===== src/rtl/cop_issue_driver_if.sv =====
// CPU<->COP issue bus: command queue input, COP handshakes,
// retire record and status outputs.
interface cop_issue_driver_if;
    logic        cmd_valid;
    logic        cmd_ready;
    logic [31:0] cmd_insn_enc;
    logic [31:0] cmd_rs1;
    logic        cop_in_valid;
    logic        cop_in_ready;
    logic [31:0] cop_insn_enc;
    logic [31:0] cop_rs1;
    logic        cop_out_valid;
    logic        cop_out_ack;
    logic [2:0]  cop_result;
    logic        cop_rd_wen;
    logic [4:0]  cop_rd_addr;
    logic [31:0] cop_rd_data;
    logic        ret_valid;
    logic [2:0]  ret_result;
    logic        ret_rd_wen;
    logic [4:0]  ret_rd_addr;
    logic [31:0] ret_rd_data;
    logic [10:0] tx_issued;
    logic [10:0] tx_retired;
    logic        busy;
    logic        err_timeout;
    logic        err_spurious;

    modport master (
        input  cmd_valid, cmd_insn_enc, cmd_rs1,
        input  cop_in_ready, cop_out_valid, cop_result,
        input  cop_rd_wen, cop_rd_addr, cop_rd_data,
        output cmd_ready, cop_in_valid, cop_insn_enc, cop_rs1,
        output cop_out_ack, ret_valid, ret_result, ret_rd_wen,
        output ret_rd_addr, ret_rd_data, tx_issued, tx_retired,
        output busy, err_timeout, err_spurious
    );

    modport slave (
        output cmd_valid, cmd_insn_enc, cmd_rs1,
        output cop_in_ready, cop_out_valid, cop_result,
        output cop_rd_wen, cop_rd_addr, cop_rd_data,
        input  cmd_ready, cop_in_valid, cop_insn_enc, cop_rs1,
        input  cop_out_ack, ret_valid, ret_result, ret_rd_wen,
        input  ret_rd_addr, ret_rd_data, tx_issued, tx_retired,
        input  busy, err_timeout, err_spurious
    );
endinterface


===== src/rtl/cop_issue_driver.sv =====
// CPU-side coprocessor initiator: queues commands, issues one at a
// time, retires or times out the response, flags spurious results.
module cop_issue_driver #(
    parameter int CMD_DEPTH = 4,
    parameter int TIMEOUT   = 255
) (
    input logic                 g_clk,
    input logic                 g_resetn,
    cop_issue_driver_if.master  bus
);
    localparam int AW = $clog2(CMD_DEPTH);
    localparam logic [15:0] WAIT_LAST = 16'(TIMEOUT - 1);

    typedef enum logic [1:0] {IDLE, ISSUE, WAIT} state_t;

    state_t      state_q, state_d;
    logic [AW:0] wr_q, rd_q;
    logic [63:0] mem_q [CMD_DEPTH];
    logic [15:0] wait_q, wait_d;
    logic [31:0] enc_q, enc_d, rs1_q, rs1_d;
    logic        ret_valid_q;
    logic [2:0]  ret_result_q;
    logic        ret_wen_q;
    logic [4:0]  ret_addr_q;
    logic [31:0] ret_data_q;
    logic [10:0] iss_q, rtd_q;
    logic        tmo_q, spur_q;

    logic full, empty, push, pop;
    logic issue, retire, tmo, spur;

    // Extra pointer bit distinguishes full from empty
    assign empty = (wr_q == rd_q);
    assign full  = (wr_q[AW] != rd_q[AW]) &&
                   (wr_q[AW-1:0] == rd_q[AW-1:0]);
    assign push  = bus.cmd_valid && !full;

    always_comb begin
        state_d = state_q;
        wait_d  = wait_q;
        enc_d   = enc_q;
        rs1_d   = rs1_q;
        pop     = 1'b0;
        issue   = 1'b0;
        retire  = 1'b0;
        tmo     = 1'b0;
        spur    = 1'b0;
        unique case (1'b1)
            (state_q == IDLE): begin
                spur = bus.cop_out_valid;
                if (!empty) begin
                    pop     = 1'b1;
                    enc_d   = mem_q[rd_q[AW-1:0]][63:32];
                    rs1_d   = mem_q[rd_q[AW-1:0]][31:0];
                    state_d = ISSUE;
                end
            end
            (state_q == ISSUE): begin
                if (bus.cop_in_ready) begin
                    issue = 1'b1;
                    if (bus.cop_out_valid) begin
                        retire  = 1'b1;
                        state_d = IDLE;
                    end else begin
                        wait_d  = '0;
                        state_d = WAIT;
                    end
                end else begin
                    spur = bus.cop_out_valid;
                end
            end
            (state_q == WAIT): begin
                if (bus.cop_out_valid) begin
                    retire  = 1'b1;
                    state_d = IDLE;
                end else if (wait_q == WAIT_LAST) begin
                    tmo     = 1'b1;
                    state_d = IDLE;
                end else begin
                    wait_d = wait_q + 16'd1;
                end
            end
            default: state_d = IDLE;
        endcase
    end

    always_ff @(posedge g_clk) begin
        if (push) mem_q[wr_q[AW-1:0]] <= {bus.cmd_insn_enc, bus.cmd_rs1};
    end

    always_ff @(posedge g_clk) begin
        if (!g_resetn) begin
            state_q      <= IDLE;
            wr_q         <= '0;
            rd_q         <= '0;
            wait_q       <= '0;
            enc_q        <= '0;
            rs1_q        <= '0;
            ret_valid_q  <= 1'b0;
            ret_result_q <= '0;
            ret_wen_q    <= 1'b0;
            ret_addr_q   <= '0;
            ret_data_q   <= '0;
            iss_q        <= '0;
            rtd_q        <= '0;
            tmo_q        <= 1'b0;
            spur_q       <= 1'b0;
        end else begin
            state_q     <= state_d;
            wait_q      <= wait_d;
            enc_q       <= enc_d;
            rs1_q       <= rs1_d;
            ret_valid_q <= retire;
            if (push)  wr_q  <= wr_q + 1'b1;
            if (pop)   rd_q  <= rd_q + 1'b1;
            if (issue) iss_q <= iss_q + 11'd1;
            if (retire) begin
                rtd_q        <= rtd_q + 11'd1;
                ret_result_q <= bus.cop_result;
                ret_wen_q    <= bus.cop_rd_wen;
                ret_addr_q   <= bus.cop_rd_addr;
                ret_data_q   <= bus.cop_rd_data;
            end
            if (tmo)  tmo_q  <= 1'b1;
            if (spur) spur_q <= 1'b1;
        end
    end

    assign bus.cmd_ready    = !full;
    assign bus.cop_in_valid = (state_q == ISSUE);
    assign bus.cop_insn_enc = enc_q;
    assign bus.cop_rs1      = rs1_q;
    assign bus.cop_out_ack  = bus.cop_out_valid;
    assign bus.ret_valid    = ret_valid_q;
    assign bus.ret_result   = ret_result_q;
    assign bus.ret_rd_wen   = ret_wen_q;
    assign bus.ret_rd_addr  = ret_addr_q;
    assign bus.ret_rd_data  = ret_data_q;
    assign bus.tx_issued    = iss_q;
    assign bus.tx_retired   = rtd_q;
    assign bus.busy         = !empty || (state_q != IDLE);
    assign bus.err_timeout  = tmo_q;
    assign bus.err_spurious = spur_q;
endmodule


===== src/flat_wrapper.sv =====
// flat-port wrapper written by rule: the top's interface ports become plain ports
module cop_issue_driver_flat 
#(
    parameter int CMD_DEPTH = 4,
    parameter int TIMEOUT   = 255
)
  (g_clk, g_resetn, bus_cmd_valid, bus_cmd_insn_enc, bus_cmd_rs1, bus_cop_in_ready, bus_cop_out_valid, bus_cop_result, bus_cop_rd_wen, bus_cop_rd_addr, bus_cop_rd_data, bus_cmd_ready, bus_cop_in_valid, bus_cop_insn_enc, bus_cop_rs1, bus_cop_out_ack, bus_ret_valid, bus_ret_result, bus_ret_rd_wen, bus_ret_rd_addr, bus_ret_rd_data, bus_tx_issued, bus_tx_retired, bus_busy, bus_err_timeout, bus_err_spurious);
  cop_issue_driver_if bus_i ();
  input logic g_clk;
  input logic g_resetn;
  input wire logic [$bits(bus_i.cmd_valid)-1:0] bus_cmd_valid;
  input wire logic [$bits(bus_i.cmd_insn_enc)-1:0] bus_cmd_insn_enc;
  input wire logic [$bits(bus_i.cmd_rs1)-1:0] bus_cmd_rs1;
  input wire logic [$bits(bus_i.cop_in_ready)-1:0] bus_cop_in_ready;
  input wire logic [$bits(bus_i.cop_out_valid)-1:0] bus_cop_out_valid;
  input wire logic [$bits(bus_i.cop_result)-1:0] bus_cop_result;
  input wire logic [$bits(bus_i.cop_rd_wen)-1:0] bus_cop_rd_wen;
  input wire logic [$bits(bus_i.cop_rd_addr)-1:0] bus_cop_rd_addr;
  input wire logic [$bits(bus_i.cop_rd_data)-1:0] bus_cop_rd_data;
  output wire logic [$bits(bus_i.cmd_ready)-1:0] bus_cmd_ready;
  output wire logic [$bits(bus_i.cop_in_valid)-1:0] bus_cop_in_valid;
  output wire logic [$bits(bus_i.cop_insn_enc)-1:0] bus_cop_insn_enc;
  output wire logic [$bits(bus_i.cop_rs1)-1:0] bus_cop_rs1;
  output wire logic [$bits(bus_i.cop_out_ack)-1:0] bus_cop_out_ack;
  output wire logic [$bits(bus_i.ret_valid)-1:0] bus_ret_valid;
  output wire logic [$bits(bus_i.ret_result)-1:0] bus_ret_result;
  output wire logic [$bits(bus_i.ret_rd_wen)-1:0] bus_ret_rd_wen;
  output wire logic [$bits(bus_i.ret_rd_addr)-1:0] bus_ret_rd_addr;
  output wire logic [$bits(bus_i.ret_rd_data)-1:0] bus_ret_rd_data;
  output wire logic [$bits(bus_i.tx_issued)-1:0] bus_tx_issued;
  output wire logic [$bits(bus_i.tx_retired)-1:0] bus_tx_retired;
  output wire logic [$bits(bus_i.busy)-1:0] bus_busy;
  output wire logic [$bits(bus_i.err_timeout)-1:0] bus_err_timeout;
  output wire logic [$bits(bus_i.err_spurious)-1:0] bus_err_spurious;
  assign bus_i.cmd_valid = bus_cmd_valid;
  assign bus_i.cmd_insn_enc = bus_cmd_insn_enc;
  assign bus_i.cmd_rs1 = bus_cmd_rs1;
  assign bus_i.cop_in_ready = bus_cop_in_ready;
  assign bus_i.cop_out_valid = bus_cop_out_valid;
  assign bus_i.cop_result = bus_cop_result;
  assign bus_i.cop_rd_wen = bus_cop_rd_wen;
  assign bus_i.cop_rd_addr = bus_cop_rd_addr;
  assign bus_i.cop_rd_data = bus_cop_rd_data;
  assign bus_cmd_ready = bus_i.cmd_ready;
  assign bus_cop_in_valid = bus_i.cop_in_valid;
  assign bus_cop_insn_enc = bus_i.cop_insn_enc;
  assign bus_cop_rs1 = bus_i.cop_rs1;
  assign bus_cop_out_ack = bus_i.cop_out_ack;
  assign bus_ret_valid = bus_i.ret_valid;
  assign bus_ret_result = bus_i.ret_result;
  assign bus_ret_rd_wen = bus_i.ret_rd_wen;
  assign bus_ret_rd_addr = bus_i.ret_rd_addr;
  assign bus_ret_rd_data = bus_i.ret_rd_data;
  assign bus_tx_issued = bus_i.tx_issued;
  assign bus_tx_retired = bus_i.tx_retired;
  assign bus_busy = bus_i.busy;
  assign bus_err_timeout = bus_i.err_timeout;
  assign bus_err_spurious = bus_i.err_spurious;
  cop_issue_driver #(.CMD_DEPTH(CMD_DEPTH), .TIMEOUT(TIMEOUT)) u_core (.g_clk(g_clk), .g_resetn(g_resetn), .bus(bus_i));
endmodule

===== config.mk =====
export PLATFORM = sky130hd
export DESIGN_NAME = cop_issue_driver_flat
export DESIGN_NICKNAME = d
export VERILOG_FILES = /design/src/rtl/cop_issue_driver_if.sv /design/src/rtl/cop_issue_driver.sv /design/src/flat_wrapper.sv
export SDC_FILE = /design/constraint.sdc
export NUM_CORES = 1
export LEC_CHECK = 0
export ABC_AREA = 1
export CAP_MARGIN = 20
export CORE_MARGIN = 4
export CORE_UTILIZATION = 47
export DETAILED_ROUTE_END_ITERATION = 12
export PLACE_DENSITY = 0.71
export SETUP_SLACK_MARGIN = 0.4
export SLEW_MARGIN = 10
export SYNTH_ARGS = -nofsm -noshare
export SYNTH_HDL_FRONTEND = slang
export SYNTH_SLANG_ARGS = --single-unit

===== constraint.sdc =====
create_clock -name g_clk -period 5.65 [get_ports g_clk]
set_clock_uncertainty 0.05 [all_clocks]
set_input_delay 1.695 -clock g_clk [delete_from_list [all_inputs] [get_ports g_clk]]
set_output_delay 1.695 -clock g_clk [all_outputs]
set_load 0.01 [all_outputs]

==> flow_summary.json <==
{
  "htree_num_levels": 2,
  "avgViaCountPerCell": 5.17,
  "antenna_found_initial": 5,
  "grt_overflow": 0,
  "core_mm2": 0.0334,
  "drive_gt1_frac": 0.0584,
  "crit_path_start_kind": "primary input",
  "fp-row-count": 67,
  "crit_end": "bus_cop_out_ack",
  "dpl.hpwl_um": 21200,
  "crit_fanout": 7,
  "power_density_mw_per_mm2": 445,
  "clock_latency_ns": 0.56,
  "clock-sinks": 410,
  "yosysSeqAreaShare": 0.676,
  "clkPwrFrac": 0.326,
  "start_util": 0.476,
  "hold_violations": 0,
  "grt_pass1_vias": 10980,
  "internal_power_mw": 6.18,
  "path_common_cell": "clkdlybuf4s50_1",
  "irDropWorstVdd_mv": 0.287,
  "setup.worst_path.start": "bus_cop_out_valid",
  "ant_nets": 0,
  "drv_slew": 0,
  "whs_ns": 0.415,
  "synth_enable_flop_cells": 256,
  "die_h_um": 192,
  "hold_class": "flip-flop to flip-flop",
  "port_buffers": 243,
  "cts_resized": 0,
  "max-cap-violations": 0,
  "die_w_um": 192,
  "grt_pass1_wl_um": 57100,
  "total_leakage_power_nw": 7.08,
  "avgSynthCellArea_um2": 10.5,
  "worstPathArrival_ns": 2.90,
  "clkTransAtPathRegs_ns": 0.06,
  "r2r_slack_ns": 2.17,
  "synthCells": 1518,
  "detail_route.wl_per_cell_um": 16.4,
  "pwr-share-comb": 0.255,
  "num-nets-final": 1851,
  "ys_types": 33,
  "cts_tree": "yes",
  "finalCritPeriodShare": 0.822,
  "fin_tns_setup_ns": 0,
  "cp-end-kind": "primary output",
  "firstDrtPassIters": 5,
  "r2r_start": "u_core.rd_q[0]",
  "wl_um": 36400,
  "postPlaceCellArea_mm2": 0.0186,
  "finish.instance_area_mm2": 0.0201,
  "power_mw": 8.93,
  "grt_max_degree": 95,
  "power.switching_mw": 2.75,
  "utilization": 0.600,
  "relSlewSlack": 0.325,
  "tightest_slew_ns": 1.01,
  "ys_ff_latch": 410,
  "max_stage_delay_ns": 0.61,
  "drc": 0,
  "yosys_warnings": 0,
  "crit_type": "primary input to primary output",
  "cp_slowest_cell": "clkdlybuf4s50_1",
  "cp_top_family": "buffers and inverters",
  "syn_area_mm2": 0.0159,
  "pin_count": 244,
  "antenna_cells": 0,
  "finalSetupViolCount": 0,
  "cts_root_buffer": "clkbuf_16",
  "reg2reg_depth": 9,
  "drt_iter0_markers": 558,
  "postCtsSetupBuffers": 0,
  "seq_power_share": 0.419,
  "cp.depth": 2,
  "cts_hold_buf": 0,
  "die_area_mm2": 0.0369,
  "track_usage": 0.191,
  "r2r-end": "u_core.bus.cop_rs1[24]",
  "rsz0062_at_grt": "false",
  "syn-num-nets": 1640,
  "crit_chain": "clkdlybuf4s50_1 -> clkdlybuf4s50_1",
  "power_switching_share": 0.308,
  "synthArstFlopShare": 0,
  "routabilityCongestion": 0.861,
  "max_freq_mhz": 215,
  "worstPathRequired_ns": 3.90,
  "vias": 11447,
  "cts_buffers": 43,
  "syn_to_final_growth_pct": 26.0,
  "post-route-min-period_ns": 4.64,
  "cp_num_buf_inv": 2,
  "clk_path_buf_depth": 3,
  "synth_ff_type": "edfxtp_1",
  "status": "complete, no violations"
}
==> through the flow <==
stage / instances / worst slack (ns)
3_3_place_gp: 2132 / 1.03
3_5_place_dp: 2132 / 1.02
6_report: 2212 / 1.01
4_1_cts: 2212 / 1.01
5_1_grt: 2212 / 0.964
2_1_floorplan: 1518 / 0.545
==> registers in the layout, summed over array words and instances, names as in the netlist <==
register / count
u_core.bus.cop_insn_enc: 32
u_core.bus.cop_rs1: 32
u_core.bus.err_spurious: 1
u_core.bus.err_timeout: 1
u_core.bus.ret_rd_addr: 5
u_core.bus.ret_rd_data: 32
u_core.bus.ret_rd_wen: 1
u_core.bus.ret_result: 3
u_core.bus.ret_valid: 1
u_core.bus.tx_issued: 11
u_core.bus.tx_retired: 11
u_core.mem_q: 256
u_core.rd_q: 3
u_core.state_q: 2
u_core.wait_q: 16
u_core.wr_q: 3
==> metal layers <==
layer  GRT usage  routed length [µm]
met5           0                  69
met3      0.0474                2690
met1       0.257               15900
met2       0.317               17100
met4      0.0455                 637
==> cell type report <==
type | count | area [µm²]
fillers | 2747 | 13400
flip-flops and latches | 410 | 10800
multi-input cells | 948 | 4460
repair buffers | 253 | 2500
clock buffers | 58 | 1160
well taps | 448 | 561
clock inverters | 22 | 309
inverters | 73 | 279
==> cell usage after synthesis (2+ instances only) <==
cell      count  area (µm²)
o21ai_1      30         150
edfxtp_1    256        7690
buf_6         8        90.1
dfxtp_1     154        3080
o32ai_1      64         561
nand2_2       2        12.5
a21oi_1      26         130
inv_1        67         251
clkbuf_2      2        10.0
inv_2         5        18.8
buf_2        20         100
nand2_1     121         454
nor3_1        8        40.0
xor2_1        2        17.5
clkbuf_1     47         176
nor2_2        3        18.8
o21ai_0     161         806
xnor2_1       2        17.5
o21bai_1      2        15.0
nand4_1      13        81.3
ha_1         12         150
nand3_2       2        20.0
nand3_1      27         135
buf_4         9        67.6
nor3b_1       2        15.0
nor2_1      466        1750
==> placed cells by master (no fill, tap or decap), types with 2 or more instances in the layout <==
cell             instances
nor2_1                 462
edfxtp_1               256
clkdlybuf4s50_1        242
o21ai_0                161
dfxtp_1                152
nand2_1                121
inv_1                   67
o32ai_1                 64
clkbuf_16               43
o21ai_1                 30
nand3_1                 27
a21oi_1                 26
nand4_1                 13
ha_1                    12
clkbuf_1                11
buf_4                   11
clkinv_2                 9
nor3_1                   8
bufinv_16                6
nor2_4                   5
inv_2                    4
nor2_2                   3
clkbuf_8                 3
xor2_1                   2
nor3b_1                  2
o21bai_1                 2
xnor2_1                  2
inv_4                    2
nand3_2                  2
nand2_4                  2
inv_16                   2
clkinvlp_4               2
dfxtp_4                  2
==> power groups by stage <==
stage	Clock (mW)	Sequential, mW	Combinational [mW]
6_report	2.91	3.74	2.28
5_1_grt	3.11	3.78	2.55
4_1_cts	2.98	3.74	2.31
3_5_place_dp	0	3.80	2.29
3_3_place_gp	0	3.80	2.26
2_1_floorplan	0	3.81	1.40
==> logic make-up after synthesis <==
kind of cell	count (synthesis)	share of synthesized area
adder cells (fa/ha/maj)	12	0.00943
AND/OR/NAND/NOR	648	0.162
flip-flops	410	0.676
AO/OA/AOI/OAI	284	0.105
buffers and inverters	160	0.0455
XOR/XNOR	4	0.00220
==> how the worst min path moves through the flow <==
stage / start / to / slack, ns / cells past startpoint
after floorplan: u_core.wait_q[14] / u_core.wait_q[14] / 0.40 / 2
after global placement: u_core.bus.err_timeout / u_core.bus.err_timeout / 0.40 / 1
after detailed placement: u_core.bus.err_timeout / u_core.bus.err_timeout / 0.40 / 1
after CTS: u_core.bus.err_timeout / u_core.bus.err_timeout / 0.42 / 1
after global routing: u_core.bus.err_timeout / u_core.bus.err_timeout / 0.45 / 1
final: u_core.bus.err_timeout / u_core.bus.err_timeout / 0.41 / 1
Power figures use the tool's default switching activity.
